## src/rtl/mem_copy_engine.sv

```systemverilog
`default_nettype none
// ============================================================================
// Module   : mem_copy_engine
// Brief    : Memory-to-memory word copier with running 16-bit checksum,
//            acting as a second master on the 4K x 16 data memory port.
// Revision : 1.0 - initial release
// ============================================================================
module mem_copy_engine #(
  parameter int ADDR_W = 12,
  parameter int DATA_W = 16,
  parameter int LEN_W  = 13
) (
  input  logic              clk,
  input  logic              rst,
  input  logic              start,
  input  logic [ADDR_W-1:0] srcAdr,
  input  logic [ADDR_W-1:0] dstAdr,
  input  logic [LEN_W-1:0]  len,
  output logic              busy,
  output logic              done,
  output logic [DATA_W-1:0] checksum,
  output logic [ADDR_W-1:0] memAdr,
  output logic [DATA_W-1:0] writeData,
  output logic              memRead,
  output logic              memWrite,
  input  logic [DATA_W-1:0] readData
);

  typedef enum logic [1:0] {
    IDLE  = 2'd0,
    READ  = 2'd1,
    WRITE = 2'd2,
    DONE  = 2'd3
  } state_t;

  state_t             r_state;
  state_t             w_nextState;
  logic [ADDR_W-1:0]  r_src;
  logic [ADDR_W-1:0]  r_dst;
  logic [LEN_W-1:0]   r_len;
  logic [LEN_W-1:0]   r_i;
  logic [DATA_W-1:0]  r_buf;
  logic [DATA_W-1:0]  r_checksum;
  logic [LEN_W-1:0]   w_iNext;
  logic               w_lastWord;
  logic [ADDR_W-1:0]  w_srcAdrCur;
  logic [ADDR_W-1:0]  w_dstAdrCur;

  // Counter is one bit wider than the address so len=4096 terminates;
  // the address sums drop that bit and wrap modulo the memory size.
  assign w_iNext     = r_i + LEN_W'(1);
  assign w_lastWord  = (w_iNext == r_len);
  assign w_srcAdrCur = r_src + r_i[ADDR_W-1:0];
  assign w_dstAdrCur = r_dst + r_i[ADDR_W-1:0];

  always_ff @(posedge clk) begin
    if (rst) begin
      r_state    <= IDLE;
      r_src      <= '0;
      r_dst      <= '0;
      r_len      <= '0;
      r_i        <= '0;
      r_buf      <= '0;
      r_checksum <= '0;
    end else begin
      r_state <= w_nextState;
      case (r_state)
        IDLE: begin
          if (start) begin
            r_src      <= srcAdr;
            r_dst      <= dstAdr;
            r_len      <= len;
            r_i        <= '0;
            r_checksum <= '0;
          end
        end
        READ: begin
          r_buf      <= readData;
          r_checksum <= r_checksum + readData;
        end
        WRITE: begin
          r_i <= w_iNext;
        end
        default: ;
      endcase
    end
  end

  // Outputs decode only registered state, so start never reaches the bus.
  always_comb begin
    w_nextState = r_state;
    busy        = 1'b0;
    done        = 1'b0;
    memAdr      = '0;
    writeData   = '0;
    memRead     = 1'b0;
    memWrite    = 1'b0;
    case (r_state)
      IDLE: begin
        if (start) begin
          w_nextState = (len == '0) ? DONE : READ;
        end
      end
      READ: begin
        busy        = 1'b1;
        memAdr      = w_srcAdrCur;
        memRead     = 1'b1;
        w_nextState = WRITE;
      end
      WRITE: begin
        busy        = 1'b1;
        memAdr      = w_dstAdrCur;
        writeData   = r_buf;
        memWrite    = 1'b1;
        w_nextState = w_lastWord ? DONE : READ;
      end
      DONE: begin
        done        = 1'b1;
        w_nextState = IDLE;
      end
      default: w_nextState = IDLE;
    endcase
  end

  assign checksum = r_checksum;

endmodule
`default_nettype wire

```

## config.mk

```make
export PLATFORM = sky130hd
export DESIGN_NAME = mem_copy_engine
export DESIGN_NICKNAME = d
export VERILOG_FILES = /design/src/rtl/mem_copy_engine.sv
export SDC_FILE = /design/constraint.sdc
export NUM_CORES = 1
export LEC_CHECK = 0
export CAP_MARGIN = 20
export CORE_MARGIN = 2
export CORE_UTILIZATION = 28
export DETAILED_ROUTE_END_ITERATION = 12
export PLACE_DENSITY = 0.58
export SYNTH_ARGS = -nofsm -noshare
export SYNTH_HDL_FRONTEND = slang
export SYNTH_SLANG_ARGS = --single-unit
```

## constraint.sdc

```tcl
create_clock -name clk -period 9.2 [get_ports clk]
set_input_delay 1.84 -clock clk [delete_from_list [all_inputs] [get_ports clk]]
set_output_delay 1.84 -clock clk [all_outputs]
set_load 0.01 [all_outputs]
```

Word-level counts from Yosys, hierarchy flattened
Cells that the tools add are included.
Widths: inputs -> output; s select.

storage, ports and cells
  register bits = 84
  bits in latches = 0
  RAM bits = 0
  ROM bits = 0
  input bits = 56
  output and inout port bits = 48
  logic and storage cells = 38
  memories kept = 0

operators by class
  $add $sub $neg = 4
  $mul = 0
  divide/modulo/power cells = 0
  $lt $le $gt $ge = 0
  equality and inequality tests = 5
  shift-type cells = 0
  muxes and demuxes = 14
  bitwise logic cells = 0
  reductions and logical operators = 8

operators by type and width
  cell                   count
  $mux 16                2
  $pmux 16 s2            1
  $pmux 13 s2            1
  $add 12x12->12         2
  $pmux 12 s2            1
  $add 16x16->16         1
  $add 13x1->13 const B  1
  $eq 13x13->1           1
  $logic_not 13->1       1
  $mux 13                1
  $pmux 2 s4             1
  $mux 2                 3
  $reduce_and 2->1       3
  $eq 2x2->1 const B     2
  $mux 1                 4
  $reduce_bool 2->1      2
  $eq 2x1->1 const B     1
  $logic_not 2->1        1
  $ne 2x2->1 const B     1
  $reduce_or 2->1        1

Longest topological paths before layout
Gate-level depths: netlist (run 1).

  depth in word-level cells = 4
  depth in mapped cells = 14
  mapped depth without buffers = 12

Worst setup path after synthesis (run 1)
OpenSTA, ideal clock, no wires.

  path kind = register to output
  start = register r_state[0]
  end = output memAdr[10]
  data arrival time = 3,005 ps
  required time = 7,360 ps
  path slack = 4,355 ps
  cell stages (with the launch flop) = 15
  buffers on the path = 2
  cells stage by stage = dfxtp_1 inv_1 ha_1 clkbuf_1 clkbuf_1 mux2_2 ha_1 inv_1 fa_1 nand2b_1 a21oi_1 o31ai_1 o21ai_0 xor2_1 and2_1

on the way
  cells in the longest elaborated chain, start to end = 2
  elaborated cells on any way between the ends = 3
  classes of those cells = 2 x eq/ne; 1 x mux

RTL lines
  element                                   RTL line  source
  start, declared                           36        state_t r_state;
  start signal, assigned                    66        r_state <= w_nextState;
  $eq 2x2->1 or $eq 2x1->1 (tied branches)  98        case (r_state)
  $pmux 12 s2 *                             98
  end, declared                             22        output logic [ADDR_W-1:0] memAdr,

Every way passes the cells marked *; elsewhere a longest branch is shown, timed or not.

Final worst setup path (run 1)
Ends and elaborated chain as after synthesis.

==> results of run 1 <==
-- worst paths after layout --
| path | end | cells after the start |
|---|---|---|
| worst max register to register | checksum[14] | 8 |
| worst min-delay path | r_dst[3] | 2 |
| worst max-delay path | memAdr[10] | 14 |
| worst min register to register | r_dst[3] | 2 |
-- cell families after synthesis --
family	count (synthesis)	share of synthesized area (%)
simple gates	250	22.8
buf+inv	51	4.33
compound gates	149	18.4
xor+xnor	32	5.39
fa+ha+maj	33	8.23
mux	42	8.52
flops	84	32.4
-- layout make-up --
class	instances	area [um2]	share of cell area, %
Clock buffer	11	243	3.63
Clock inverter	5	82.6	1.23
Inverter	11	41.3	0.617
Multi-Input combinational cell	506	3290	49.2
Sequential cell	84	1680	25.1
Tap cell	229	287	4.28
Timing Repair Buffer	108	1060	15.9
-- report_power, final --
group | internal, mW | switching (mW) | leakage [nW]
combinational | 0.244 | 0.311 | 1.85
clock | 0.246 | 0.150 | 0.160
sequential | 0.421 | 0.0408 | 0.685
-- metal layers --
layer  vias to the layer above  global-route usage [%]  wire (um)
li1                       2399                       -          -
met5                         -                       0          0
met4                         0                    3.19        108
met2                        96                    23.8       6500
met3                         8                    4.21        820
met1                      2142                    18.5       6590
-- state kept, by name, summed over array words and instances, names as in the netlist --
name and cells:
r_state 2, r_src 12, r_buf 16, checksum 16, r_dst 12, r_i 13, r_len 13
-- synth_stat cells (6+ instances only) --
cell,count
nor3_1,6
ha_1,31
xnor2_1,20
nand2_1,106
nand3_1,7
and2_1,26
mux2i_1,24
nor2_1,62
a22oi_1,17
clkbuf_1,27
dfxtp_1,84
buf_4,6
a211oi_1,7
nand4_1,6
mux2_2,17
inv_1,11
a21o_1,13
and3_1,6
xor2_1,12
o21ai_0,20
a21oi_1,60
-- critical path, cell delays in order, from the launching register on --
cell             delay (ps)
dfxtp_1                 340
inv_1                   110
ha_2                    510
buf_4                   390
mux2_2                  220
ha_1                    160
inv_1                    60
fa_1                    380
nand2b_1                180
a21oi_1                 260
o31ai_1                 150
o21ai_0                 220
xor2_1                  160
and2_1                  140
clkdlybuf4s50_1         530
-- through the flow --
stage          setup slack, ps  total power [mW]  std cells
2_1_floorplan             4360             0.831        641
3_3_place_gp              3690              1.03        938
3_5_place_dp              3590              1.03        938
4_1_cts                   3180              1.43        954
5_1_grt                   2940              1.51        954
6_report                  3210              1.41        954
==> results.yml, run 1 <==
status:
  run_status: "completed"
sta:
  slew-limit-headroom_pct: 34.0
  whs_ps: 452
  rsz0062_at_grt: "false"
  fmax_ghz: 0.167
  setup_violations: 0
  fin_setup_tns_ps: 0
  period_needed_ps: 5990
  hold_viol: 0
  final.setup_skew_ps: 9.51
  period_share_pct: 65.2
  maxSlewViolCount: 0
  tightest_slew_ps: 983
clocking:
  htreeDepth: 3
  cts_hold_buf: 0
  cts.sinks: 84
  cts_resized: 0
  cts_buffers: 9
  post_cts_buffers: 0
  clock_latency_ps: 350
  cts_tree: "done"
  clock_tree.buffer_depth: 2
  root_buffer: "clkbuf_16"
  path_clk_slew_ps: 70
yosys:
  syn_area_um2: 5200
  syn-num-nets: 730
  seq_area_frac_synth_pct: 32.4
  synth.ff_latch_count: 84
  yosys.area.top_type: "dfxtp_1"
  yosysWarnings: 0
  synthTopCellsByArea: "dfxtp_1 (32%), nand2_1 (7.7%), ha_1 (7.5%), a21oi_1 (5.8%), mux2i_1 (4.6%)"
  synth_top_area_share_pct: 32.4
  netlist_instances: 641
  synth.avg_cell_area_um2: 8.11
  synth-main-ff-cell: "dfxtp_1"
  yosysUniqueCellTypes: 60
  synthArstFlopShare_pct: 0
  synth_edf_count: 0
grt:
  overflow: 0
  grt_pass1_wl_um: 22700
  antenna_found_initial: 0
  grt_util_all_layers_pct: 14.3
  first_global_vias: 4511
  grt_max_degree: 81
layout:
  area_delta_synth_final_pct: 28.7
  final_util_pct: 37.0
  final_common_cell: "nand2_1"
  fin_area_um2: 6690
  num_antenna_cells: 0
  fill_cells: 1890
  drive_gt1_share_pct: 6.62
  mostFrequentLayoutCells: "nand2_1 (106), clkdlybuf4s50_1 (102), dfxtp_1 (84)"
  nets: 809
min_path:
  hold_path.class: "reg2reg"
  hp-start: "r_dst[3]"
detailed_routing:
  final_antenna_net_count: 0
  first_pass_iters: 4
  drcViolationCount: 0
  drtIter0Drc: 225
  wl_um: 14000
  via_per_inst: 4.87
  wl_per_cell_um: 14.7
  vias: 4645
placed_design:
  port_buffers: 103
  place.gp.congestion: 0.843
  placed_area_um2: 6370
  place_hpwl_um: 10200
worst_setup_path:
  crit_arrival_ps: 4150
  cp-start-kind: "register"
  timing.rr.start: "checksum[0]"
  reg2reg_slack_ps: 6600
  worstSetupStartpoint: "r_state[0]"
  required_ps: 7360
  end_kind: "output port"
  path_max_fanout: 23
  crit_type: "reg2out"
job:
  cap_violations: 0
power_and_ir_drop:
  power.density_nw_per_um2: 211
  ir_drop_mv: 0.126
  p_leak_nw: 2.70
floorplanning:
  ioPinCount: 104
  coreArea_um2: 18100
  row_count: 49
  die_area_um2: 19700
  die_x_um: 140
  die_h_um: 140
  initial_core_util_pct: 28.7
No activity file was read; power rests on OpenSTA's default activity.
==> run 2: changes to the inputs <==
--- a/config.mk
+++ b/config.mk
@@ -9,7 +9,7 @@
 export CORE_MARGIN = 2
 export CORE_UTILIZATION = 28
 export DETAILED_ROUTE_END_ITERATION = 12
-export PLACE_DENSITY = 0.58
+export PLACE_DENSITY = 0.59
 export SYNTH_ARGS = -nofsm -noshare
 export SYNTH_HDL_FRONTEND = slang
 export SYNTH_SLANG_ARGS = --single-unit
==> constraint.sdc (replaced) <==
create_clock -name clk -period 4.91 [get_ports clk]
set_input_delay 0.982 -clock clk [delete_from_list [all_inputs] [get_ports clk]]
set_output_delay 0.982 -clock clk [all_outputs]
set_load 0.01 [all_outputs]
==> run 2 against run 1 <==
  * Final cell count stayed put
  * First-iteration DRC count is 14% higher
  * Die area stayed put
  * Clock-buffer cell count stayed put
  * Wire length is 1.9% higher
  * Setup slack worse by 2800 ps
  * Final area is 0.60% lower
  * Sequential share of layout area is 0.15 points higher
  * Via count is 0.34% lower
  * Power is 81% higher
  * Worst hold slack hardly changed
  * Sequential cell count stayed put
==> results.yml, run 2 (same netlist as run 1, synthesis figures left out) <==
min_path:
  min_path_cells: 2
  hold_path.class: "reg2reg"
  hp-start: "r_dst[2]"
placed_design:
  place_hpwl_um: 10500
  dp_cells: 939
  port_buffers: 103
  place.gp.congestion: 0.814
sta:
  hold_viol: 0
  maxSlewViolCount: 0
  slew-limit-headroom_pct: 33.1
  setup_violations: 0
  tightest_slew_ps: 996
  whs_ps: 453
  period_share_pct: 91.9
  rsz0062_at_grt: "false"
  fmax_ghz: 0.222
  fin_setup_tns_ps: 0
  final.setup_skew_ps: 5.22
  period_needed_ps: 4510
grt:
  first_global_vias: 4537
  antenna_found_initial: 0
  grt_max_degree: 62
  grt_util_all_layers_pct: 14.8
  grt_pass1_wl_um: 23300
  overflow: 0
clocking:
  cts_hold_buf: 0
  cts_resized: 0
  cts_tree: "done"
  clock_latency_ps: 350
  clock_tree.buffer_depth: 2
  cts.sinks: 84
  htreeDepth: 3
  post_cts_buffers: 0
  cts_buffers: 9
  path_clk_slew_ps: 60
  root_buffer: "clkbuf_16"
detailed_routing:
  wl_per_cell_um: 15.0
  first_pass_iters: 4
  wl_um: 14300
  drtIter0Drc: 256
  via_per_inst: 4.85
  final_antenna_net_count: 0
  drcViolationCount: 0
  vias: 4629
layout:
  final_common_cell: "nand2_1"
  drive_gt1_share_pct: 6.76
  seqCellArea_um2: 1680
  fin_cells: 954
  mostFrequentLayoutCells: "nand2_1 (106), clkdlybuf4s50_1 (102), dfxtp_1 (84)"
  nets: 810
  area_delta_synth_final_pct: 28.0
  fill_cells: 1861
  num_antenna_cells: 0
  final_util_pct: 36.8
  multi_input_area_um2: 3290
power_and_ir_drop:
  power_switching_share_pct: 37.0
  ir_drop_mv: 0.207
  power.total_mw: 2.56
  p_leak_nw: 2.67
  power_frac_seq_pct: 33.9
  power.density_nw_per_um2: 385
  power.internal_mw: 1.61
  power.switching_uw: 946
  p_clk_share_pct: 25.3
  power_frac_comb_pct: 40.8
worst_setup_path:
  crit_arrival_ps: 3530
  required_ps: 3930
  r2r-end: "checksum[14]"
  crit_type: "reg2out"
  end_kind: "output port"
  rr_worst_depth: 8
  reg2reg_slack_ps: 2340
  endpoint: "memAdr[10]"
  path_max_fanout: 10
  timing.rr.start: "checksum[0]"
  cp-start-kind: "register"
  worstSetupStartpoint: "r_state[0]"
floorplanning:
  die_area_um2: 19700
  coreArea_um2: 18100
  row_count: 49
  die_h_um: 140
  die_x_um: 140
  initial_core_util_pct: 28.7
  ioPinCount: 104
job:
  cap_violations: 0
status:
  run_status: "completed"
==> run 2: cell count changes in the layout (fill, tap and decap cells not counted), sizes merged <==
cell / before / now
bufinv: 2 / 0
buf: 6 / 7
clkinvlp: 0 / 2
inv: 12 / 11
==> run 2: layout make-up <==
| cell class | count | area share (%) |
|---|---|---|
| repair buffers | 109 | 16.1 |
| clock inverters | 4 | 0.376 |
| well taps | 229 | 4.31 |
| multi-input cells | 506 | 49.5 |
| inverters | 11 | 0.621 |
| flip-flops and latches | 84 | 25.3 |
| clock buffers | 11 | 3.80 |
==> run 2: worst min path at each step <==
stage	to	slack, ps
floorplan	r_dst[0]	430
CTS	r_dst[7]	460
detailed placement	r_dst[7]	450
finish	r_dst[2]	450
global placement	r_dst[7]	440
global route	r_dst[0]	480
==> run 2: metal layers <==
metal / up-vias / global-route usage [%] / part of all wire, %
li1: 2389 / - / -
met1: 2117 / 18.7 / 46
met2: 113 / 24.8 / 47
met3: 10 / 4.68 / 6.1
met4: 0 / 3.51 / 0.95
met5: - / 0 / 0
==> run 2: power by group through the flow <==
stage,Clock (mW),Combinational (mW),Sequential [mW]
2_1_floorplan,0,0.684,0.870
3_3_place_gp,0,1.05,0.881
3_5_place_dp,0,1.05,0.882
4_1_cts,0.669,1.06,0.868
5_1_grt,0.695,1.17,0.882
6_report,0.648,1.04,0.868
==> run 2: metrics by stage <==
stage | area, um2 | setup WS [ps]
floorplan | 5200 | 923
global placement | 6370 | 821
detailed placement | 6370 | 748
CTS | 6650 | 385
global route | 6650 | 146
finish | 6650 | 399
==> run 2: worst max-delay path: stages (launching register included) <==
cell and delay, ps:
dfxtp_1 360, inv_1 80, ha_2 270, mux2_2 250, ha_1 150, inv_1 50, fa_1 370, nand2b_1 190
a21oi_1 270, o31ai_1 160, o21ai_0 220, xor2_1 170, and2_1 140, clkdlybuf4s50_1 530
